File: src/rtl/phase_arb_pkg.sv
// Shared definitions for the intersection phase arbiter: phase indices,
// state encoding and the round-robin search helper.
package phase_arb_pkg;

    localparam int unsigned NUM_PH = 5;

    localparam logic [2:0] PH_NORD    = 3'd0;
    localparam logic [2:0] PH_EST     = 3'd1;
    localparam logic [2:0] PH_SUD     = 3'd2;
    localparam logic [2:0] PH_VEST    = 3'd3;
    localparam logic [2:0] PH_PIETONI = 3'd4;
    localparam logic [2:0] PH_NONE    = 3'd7;

    localparam logic [2:0] INIT      = 3'd0;
    localparam logic [2:0] ALLRED    = 3'd1;
    localparam logic [2:0] ARB       = 3'd2;
    localparam logic [2:0] WAIT_DONE = 3'd3;
    localparam logic [2:0] FAULT     = 3'd4;

    // First set bit of pend searching from ptr+1 upward, wrapping 4 -> 0.
    // Returns ptr unchanged when nothing is pending.
    function automatic logic [2:0] rr_next(input logic [NUM_PH-1:0] pend,
                                           input logic [2:0]        ptr);
        logic [2:0]  k;
        logic [2:0]  idx3;
        logic        found;
        int unsigned idx;
        k     = ptr;
        found = 1'b0;
        for (int unsigned i = 1; i <= NUM_PH; i++) begin
            idx  = (int'(ptr) + i) % NUM_PH;
            idx3 = idx[2:0];
            if (!found && pend[idx3]) begin
                k     = idx3;
                found = 1'b1;
            end
        end
        return k;
    endfunction

endpackage

File: src/rtl/phase_arbiter_rr_sec_tick_gen.sv
// Free-running prescaler: o_tick is high for one cycle every DIV_FACTOR cycles.
module sec_tick_gen
    import phase_arb_pkg::*;
#(
    parameter int unsigned DIV_FACTOR = 10000000
) (
    input  logic i_clk,
    input  logic i_rst_n,
    output logic o_tick
);

    localparam int unsigned CW = (DIV_FACTOR > 1) ? $clog2(DIV_FACTOR) : 1;

    logic [CW-1:0] r_cnt;
    logic          w_wrap;

    assign w_wrap = (r_cnt == CW'(DIV_FACTOR - 1));
    assign o_tick = w_wrap;

    // Count 0..DIV_FACTOR-1 and wrap.
    always_ff @(posedge i_clk or negedge i_rst_n) begin
        if (!i_rst_n)
            r_cnt <= '0;
        else if (w_wrap)
            r_cnt <= '0;
        else
            r_cnt <= r_cnt + CW'(1);
    end

endmodule

File: src/rtl/phase_arbiter_rr.sv
// Demand-driven round-robin scheduler for the five intersection phases,
// with an all-red clearance interval between grants.
// Optional watchdog: define PHASE_ARB_WDOG_EN to fault a phase that never
// reports done within WDOG_SEC ticks.
module phase_arbiter_rr
    import phase_arb_pkg::*;
#(
    parameter int unsigned DIV_FACTOR  = 10000000,
    parameter int unsigned MIN_RED_SEC = 2,
    parameter int unsigned WDOG_SEC    = 40
) (
    input  logic              clk,
    input  logic              rst_n,
    input  logic [NUM_PH-1:0] req_i,
    input  logic [NUM_PH-1:0] recall_i,
    input  logic [NUM_PH-1:0] done_i,
    output logic [NUM_PH-1:0] enable_o,
    output logic [NUM_PH-1:0] clear_o,
    output logic [2:0]        active_o,
    output logic              served_o,
    output logic              fault_o
);

    localparam int unsigned TMAX = (MIN_RED_SEC > WDOG_SEC) ? MIN_RED_SEC : WDOG_SEC;
    localparam int unsigned TCW  = (TMAX > 0) ? $clog2(TMAX + 1) : 1;

    logic [2:0]        r_state;
    logic [2:0]        r_rr_ptr;
    logic [NUM_PH-1:0] r_pend;
    logic [NUM_PH-1:0] r_enable;
    logic [NUM_PH-1:0] r_clear;
    logic [2:0]        r_active;
    logic              r_served;
    logic [TCW-1:0]    r_tcnt;

    logic              w_tick;
    logic [2:0]        w_k;
    logic [NUM_PH-1:0] w_grant_1h;

    sec_tick_gen #(
        .DIV_FACTOR(DIV_FACTOR)
    ) u_tick (
        .i_clk  (clk),
        .i_rst_n(rst_n),
        .o_tick (w_tick)
    );

    // Round-robin pick and the one-hot grant issued this cycle in ARB.
    always_comb begin
        w_k        = rr_next(r_pend, r_rr_ptr);
        w_grant_1h = '0;
        if (r_state == ARB && r_pend != '0)
            w_grant_1h = NUM_PH'(1) << w_k;
    end

    // Pending demand: a grant beats a same-cycle request for that phase.
    always_ff @(posedge clk or negedge rst_n) begin
        if (!rst_n)
            r_pend <= '0;
        else
            r_pend <= (r_pend | req_i | recall_i) & ~w_grant_1h;
    end

`ifdef PHASE_ARB_WDOG_EN
    logic r_fault;

    // Sticky fault flag, cleared only by reset.
    always_ff @(posedge clk or negedge rst_n) begin
        if (!rst_n)
            r_fault <= 1'b0;
        else if (r_state == WAIT_DONE && !done_i[r_active] && r_tcnt == TCW'(WDOG_SEC))
            r_fault <= 1'b1;
    end

    assign fault_o = r_fault;
`else
    assign fault_o = 1'b0;
`endif

    // Main sequencer: INIT -> ALLRED -> ARB -> WAIT_DONE -> ALLRED ...
    always_ff @(posedge clk or negedge rst_n) begin
        if (!rst_n) begin
            r_state  <= INIT;
            r_rr_ptr <= PH_PIETONI;
            r_enable <= '0;
            r_clear  <= '0;
            r_active <= PH_NONE;
            r_served <= 1'b0;
            r_tcnt   <= '0;
        end else begin
            r_clear  <= '0;
            r_served <= 1'b0;
            case (r_state)
                INIT: begin
                    r_clear <= '1;
                    r_tcnt  <= '0;
                    r_state <= ALLRED;
                end
                ALLRED: begin
                    if (r_tcnt == TCW'(MIN_RED_SEC))
                        r_state <= ARB;
                    else if (w_tick)
                        r_tcnt <= r_tcnt + TCW'(1);
                end
                ARB: begin
                    if (r_pend != '0) begin
                        r_enable <= w_grant_1h;
                        r_active <= w_k;
                        r_rr_ptr <= w_k;
                        r_tcnt   <= '0;
                        r_state  <= WAIT_DONE;
                    end
                end
                WAIT_DONE: begin
                    if (done_i[r_active]) begin
                        r_enable <= '0;
                        r_clear  <= r_enable;
                        r_served <= 1'b1;
                        r_active <= PH_NONE;
                        r_tcnt   <= '0;
                        r_state  <= ALLRED;
                    end
`ifdef PHASE_ARB_WDOG_EN
                    else if (r_tcnt == TCW'(WDOG_SEC)) begin
                        r_enable <= '0;
                        r_clear  <= '1;
                        r_active <= PH_NONE;
                        r_state  <= FAULT;
                    end else if (w_tick) begin
                        r_tcnt <= r_tcnt + TCW'(1);
                    end
`endif
                end
`ifdef PHASE_ARB_WDOG_EN
                FAULT: begin
                    r_clear <= '1;
                end
`endif
                default: r_state <= INIT;
            endcase
        end
    end

    assign enable_o = r_enable;
    assign clear_o  = r_clear;
    assign active_o = r_active;
    assign served_o = r_served;

endmodule

File: config.mk
export PLATFORM = sky130hd
export DESIGN_NAME = phase_arbiter_rr
export DESIGN_NICKNAME = d
export VERILOG_FILES = /design/src/rtl/phase_arb_pkg.sv /design/src/rtl/phase_arbiter_rr_sec_tick_gen.sv /design/src/rtl/phase_arbiter_rr.sv
export SDC_FILE = /design/constraint.sdc
export NUM_CORES = 1
export LEC_CHECK = 0
export ABC_AREA = 1
export CORE_MARGIN = 2
export CORE_UTILIZATION = 32
export DETAILED_ROUTE_END_ITERATION = 8
export DONT_BUFFER_PORTS = 1
export PLACE_DENSITY = 0.49
export SYNTH_ARGS = -nofsm -noshare
export SYNTH_HDL_FRONTEND = slang
export SYNTH_HIERARCHICAL = 1
export SYNTH_SLANG_ARGS = --single-unit
File: constraint.sdc
create_clock -name clk -period 6.8 [get_ports clk]
set_input_delay 1.36 -clock clk [delete_from_list [all_inputs] [get_ports clk]]
set_output_delay 1.36 -clock clk [all_outputs]
set_load 0.005 [all_outputs]
# Word level (Yosys, flattened, before mapping)
# Cells that the tools add are included.
# totals
regBits	55
in_bits	17
# classes
n_addsub	7
n_div	5
n_lt_le_gt_ge	6
n_eq_ne	10
shift	1
mux	42
n_bitwise	4
n_reduce_logical	17
# ops
cell	n
32-bit by 3-bit remainder unit with 32-bit output, second input constant	5
3-bit 2-to-1 mux	10
24-bit by 1-bit adder with 24-bit output, second input constant	1
24-bit equality test, second input constant	1
3-bit by 4-bit < comparator with 1-bit output, second input constant	6
24-bit 2-to-1 mux	1
6-bit 2-to-1 mux	4
6-bit case mux with 4 select lines	1
5-bit 2-to-1 mux	4
5-bit case mux with 2 select lines	2
1-bit binary-select mux with 3-bit select	6
1-bit 2-to-1 mux	12
3-bit case mux with 4 select lines	1
5-bit OR	2
3-bit by 2-bit adder with 4-bit output, second input constant	2
3-bit by 3-bit adder with 4-bit output, second input constant	2
6-bit by 1-bit adder with 6-bit output, second input constant	1
3-bit by 2-bit equality test with 1-bit output, second input constant	2
6-bit by 2-bit equality test with 1-bit output, second input constant	1
2-bit != test, second input constant	3
3-bit case mux with 2 select lines	1
3-bit AND reduction	2
5-bit AND	1
1-bit logical AND	5
other kinds (12)	16

# Longest topological paths before layout
# depth
word_depth	21
depth_mapped	31
ltp_nobuf	31

# By module
# The synthesis kept the hierarchy.
# by_module_without_submodules
module	instances	cells_per_inst	area_per_inst_um2	seq_area_each_um2
phase_arbiter_rr	1	441	2924.1	755.7
sec_tick_gen	1	210	1486.4	600.6

# Worst setup path after synthesis
# OpenSTA, ideal clock, no wires.
# synth_path
path_type	reg2reg
startpoint	register r_rr_ptr[0]
endpoint	register r_pend[2]
setup_time_ps	125
arrival_time_ps	3537
setup_slack_ps	3138
path_stages_with_launch	26
path_buffers	1
period_less_slack_ps	3662
cell_sequence	dfrtp_1 clkinv_1 ha_1 buf_2 inv_2 ha_1 inv_1 ha_1 nor3b_1 nand2_1 nand2_2 nand2_1 nand2_1 nand2_1 inv_1 nand3_1 nand3_2 nand2_4 nor2_8 nand2_2 nor2_4 nor2_1 nand2_1 nand2_2 nor2_1 a21oi_1
# synth_between
elab_chain_cells	21
word_cells_on_any_way	41
cone_classes	add/sub: 5; div: 5; shift: 1; mux: 20; bitwise: 2; reduce/logical: 8
# synth_lines
element	line	rtl
start, declared	phase_arbiter_rr.sv:28	logic [2:0] r_rr_ptr;
start signal, assigned	phase_arbiter_rr.sv:109	r_rr_ptr <= w_k;
3-bit by 1-bit adder with 4-bit output	phase_arb_pkg.sv:31	idx = (int'(ptr) + i) % NUM_PH;
32-bit by 3-bit remainder unit with 32-bit output	phase_arb_pkg.sv:31	
1-bit binary-select mux with 3-bit select	phase_arb_pkg.sv:33	if (!found && pend[idx3]) begin
1-bit 2-to-1 mux (implied by the code)	phase_arb_pkg.sv:33	
1-bit 2-to-1 mux	phase_arb_pkg.sv:33	
1-bit logical NOT	phase_arb_pkg.sv:33	
1-bit logical AND	phase_arb_pkg.sv:33	
1-bit 2-to-1 mux	phase_arb_pkg.sv:33	
[... 5 more ...]	n/a	
1-bit 2-to-1 mux	phase_arb_pkg.sv:33	
1-bit logical NOT	phase_arb_pkg.sv:33	
1-bit logical AND	phase_arb_pkg.sv:33	
3-bit 2-to-1 mux *	phase_arb_pkg.sv:33	
1-bit by 3-bit << shifter with 5-bit output *	phase_arbiter_rr.sv:53	w_grant_1h = NUM_PH'(1) << w_k;
5-bit 2-to-1 mux *	phase_arbiter_rr.sv:52	if (r_state == ARB && r_pend != '0)
5-bit inverter *	phase_arbiter_rr.sv:61	r_pend <= (r_pend | req_i | recall_i) & ~w_grant_1h;
5-bit AND *	phase_arbiter_rr.sv:61	
end signal, assigned	phase_arbiter_rr.sv:61	
end, declared	phase_arbiter_rr.sv:29	logic [NUM_PH-1:0] r_pend;
# Mark *: on every way between the ends. The rest lies on a longest branch, timed or not. The select of a mux whose other input is x is not followed.
# A chain may end at the register's enable or synchronous reset.

# Worst setup path in the final report
# layout_path
startpoint	register r_rr_ptr[0]
endpoint	register r_enable[0], in the netlist enable_o[0]
# layout_between
elab_chain_cells	21
word_cells_on_any_way	41
cone_classes	add/sub: 5; div: 5; shift: 1; mux: 22; reduce/logical: 8
# layout_lines
element	line	rtl
3-bit by 1-bit adder with 4-bit output	phase_arb_pkg.sv:31	
32-bit by 3-bit remainder unit with 32-bit output	phase_arb_pkg.sv:31	
1-bit binary-select mux with 3-bit select	phase_arb_pkg.sv:33	
1-bit 2-to-1 mux (implied by the code)	phase_arb_pkg.sv:33	
1-bit 2-to-1 mux	phase_arb_pkg.sv:33	
1-bit logical NOT	phase_arb_pkg.sv:33	
1-bit logical AND	phase_arb_pkg.sv:33	
1-bit 2-to-1 mux	phase_arb_pkg.sv:33	
[... 5 more ...]	n/a	
1-bit 2-to-1 mux	phase_arb_pkg.sv:33	
1-bit logical NOT	phase_arb_pkg.sv:33	
1-bit logical AND	phase_arb_pkg.sv:33	
3-bit 2-to-1 mux *	phase_arb_pkg.sv:33	
1-bit by 3-bit << shifter with 5-bit output *	phase_arbiter_rr.sv:53	
5-bit 2-to-1 mux *	phase_arbiter_rr.sv:52	
5-bit 2-to-1 mux *	phase_arbiter_rr.sv:106	if (r_pend != '0) begin
5-bit case mux with 2 select lines *	phase_arbiter_rr.sv:93	case (r_state)
end signal, assigned	phase_arbiter_rr.sv:107	r_enable <= w_grant_1h;
end, declared	phase_arbiter_rr.sv:30	logic [NUM_PH-1:0] r_enable;
# Marks and branches as above.

==> impl_metrics.yaml <==
timing:
  fin_tns_setup_ns: 0
  maxSlewViolCount: 0
  worst_clock_skew_ns: 0.00467
  timing.final.setup_violations: 0
  worstMarginPinSlew_ns: 0.587
  worst_slew_margin_rel_pct: 60.8
  fmaxAchievable_mhz: 219
  unrepaired_setup_endpoints_after_global_routing: "false"
  period_share_pct: 67.2
  hold_viol: 0
  final.min_clock_period_ns: 4.57
worst_setup_path:
  crit_buf_inv: 1
  critPathSlowestCell: "dfrtp_1"
  cp_cell_sequence: "clkinv_1 > ha_1 > ha_1 > nor2_2 > nand2_1 > nand2_1 > xor2_1 > ha_1 > nand2_1 > nand2_1 > nand3_1 > nand2_1 > nand2_1 > o21bai_1 > nand3_1 > nor2_4 > nand2_1 > a21oi_4 > nand3_1 > nand2_1"
  worstSetupEndpointType: "register"
  critical-path-top-delay-family: "simple AND/OR/NAND/NOR gates"
  critical_path_arrival_ns: 4.81
  timing.critical_path.fanout_max: 18
  worst_path_largest_cell_delay_ns: 0.72
  worst_path_most_repeated_cell: "nand2_1"
  timing.critical_path.required_ns: 7.04
  worst_setup_path_start_kind: "register"
  crit_type: "reg -> reg"
die:
  pin_count: 32
  floorplan.core_area_sq_mm: 0.0133
  floorplan.die.height_um: 121
  effective_utilization_at_floorplan_pct: 33.0
  total_die_area_sq_mm: 0.0147
  rows: 42
  fp.dieW_um: 121
drt:
  count_of_vias_placed_by_the_detailed_router: 4013
  drc_errors: 0
  wl_per_cell_um: 13.0
  route.detailed.vias_per_inst: 4.83
  routed_wl_um: 10800
  antenna_violating_nets_remaining: 0
  drt_iter0_markers: 218
  drt-pass1-iter-count: 4
clocking:
  cts_hold_buf: 0
  cts-htree-levels: 2
  clock_tree_from_tritoncts: "yes"
  cts-root-buf: "clkbuf_16"
  cts.sink_count: 54
  clockBufferDepth: 2
  worst_skew_late_latency_ns: 0.30
  worst_setup_hold_path_clk_slew_ns: 0.07
  post-cts-setup-buffer-count: 0
  numCtsBuffers: 5
  post_cts.resized_instances: 0
grt:
  grt_antenna_before_repair: 0
  number_of_global_route_vias_before_repair: 3783
  maximum_number_of_pins_on_one_net_before_global_route_repair: 55
  global_route_wire_length_before_repair_um: 18300
  groute.usage.overall_pct: 15.5
  remaining_global_route_overflow: 0
worst_hold_path:
  hp-class: "reg -> reg"
synthesis:
  synth.top_cells.by_count: "nand2_1 (168), inv_1 (83), nand3_1 (72), nor2_1 (71), dfrtp_1 (50)"
  postSynthCellCount: 651
  synth_top_area_share_pct: 28.4
  ys_top_cells_by_area: "dfrtp_1 (28%), nand2_1 (14%), ha_1 (8.2%), nand3_1 (8.2%), inv_1 (7.1%)"
  syn-cell-area_sq_mm: 0.00441
  netlist-cell-type-count: 43
  synthArstFlopShare_pct: 100
  total_number_of_yosys_warnings: 6
  synth_enable_flop_cells: 0
  synthFlopType: "dfrtp_1"
  syn_area_per_cell_sq_um: 6.77
  synth.most_common_cell: "nand2_1"
  yosys.area.top_type: "dfrtp_1"
  synthesis.nets: 697
  synth.yosys.seq_area_share_pct: 30.8
  ys_ff_latch: 54
status:
  status: "complete, no violations"
placement:
  io_buffer_count: 0
  gp_congestion: 0.892
  dp.final_hpwl_um: 8500
cells_and_area:
  insertedDiodeCount: 0
  area_growth_syn_to_layout_pct: 7.83
  final_layout_size_suffix_gt1_share_pct: 9.48
  finish.net_count: 699
run:
  max_cap_violations: 0
[worst reg2reg max path, cell delays in order, from the launching register on]
cell and delay [ns]:
dfrtp_1 0.72, clkinv_1 0.49, ha_1 0.56, ha_1 0.26
nor2_2 0.11, nand2_1 0.08, nand2_1 0.08, xor2_1 0.30
ha_1 0.26, nand2_1 0.06, nand2_1 0.11, nand3_1 0.13
nand2_1 0.20, nand2_1 0.07, o21bai_1 0.14, nand3_1 0.18
nor2_4 0.17, nand2_1 0.15, a21oi_4 0.26, nand3_1 0.12
nand2_1 0.07
[cell families after synthesis]
family	share of synthesized area, %
compound gates	7.63
xor+xnor	3.18
fa+ha+maj	8.23
buf+inv	8.91
flops	30.8
other cells	0.0850
simple gates	41.2
[through the flow]
stage	hold slack, ns	cells	utilization [%]	area, sq um	worst slack, ns
floorplan	0.462	651	-	4410	3.14
global placement	0.507	822	34.5	4600	2.37
detailed placement	0.506	822	34.5	4600	2.22
CTS	0.515	830	35.6	4760	2.21
global route	0.531	830	35.6	4760	1.65
finish	0.510	830	35.6	4760	2.23
[area by class of cell]
type,instances,area [sq um]
Fill cell,1414,8590
Multi-Input combinational cell,495,2660
Sequential cell,54,1360
Inverter,97,367
Tap cell,176,220
Clock buffer,7,143
Clock inverter,1,8.76
[state kept, by name (all words and copies together), names as in the netlist]
register,count
active_o,3
clear_o,5
enable_o,5
r_pend,5
r_rr_ptr,3
r_state,2
r_tcnt,6
served_o,1
u_tick/r_cnt,24
[metal layers]
metal | vias up | part of all wire [%] | global-route usage (%)
met5 | - | 0 | 0
met1 | 1848 | 48 | 21.0
met3 | 7 | 4.0 | 2.30
met4 | 0 | 0.91 | 3.95
li1 | 2094 | - | -
met2 | 64 | 47 | 25.9
[placed cells by master, fill, tap and decap left out, types with 2 or more instances in the layout]
cell type / Yosys / routed
a21oi_1: 29 / 29
nor3_1: 18 / 18
nand3_1: 72 / 72
nor2_1: 71 / 71
o22ai_1: 2 / 2
nand2_1: 168 / 168
nor2_4: 5 / 5
dfrtp_1: 50 / 50
nand4_1: 15 / 15
inv_2: 11 / 11
clkbuf_16: 0 / 5
nor2_2: 3 / 3
ha_1: 29 / 29
o21ai_0: 13 / 13
nand2_2: 17 / 17
o21bai_1: 3 / 3
dfstp_2: 4 / 4
nand2_4: 3 / 3
nor3b_1: 3 / 3
xor2_1: 14 / 14
o21ai_1: 7 / 7
nand3b_1: 3 / 3
nand3_2: 4 / 4
clkinv_1: 2 / 2
inv_1: 83 / 83
xnor2_1: 2 / 2
[final timing paths]
path / from / end / slack, ns / cells after the start
setup / recovery: r_rr_ptr[0] / enable_o[0] / 2.23 / 20
hold / removal: u_tick/r_cnt[0] / u_tick/r_cnt[0] / 0.51 / 1
setup reg to reg: r_rr_ptr[0] / enable_o[0] / 2.23 / 20
hold reg to reg: u_tick/r_cnt[0] / u_tick/r_cnt[0] / 0.51 / 1
max in group asynchronous: rst_n / active_o[2] / 5.87 / 0
min in group asynchronous: rst_n / u_tick/r_cnt[20] / 0.75 / 0
Power is left out: the tool's default activity adds up to more than one toggle a clock period on the data nets, which glitch-free logic cannot reach.
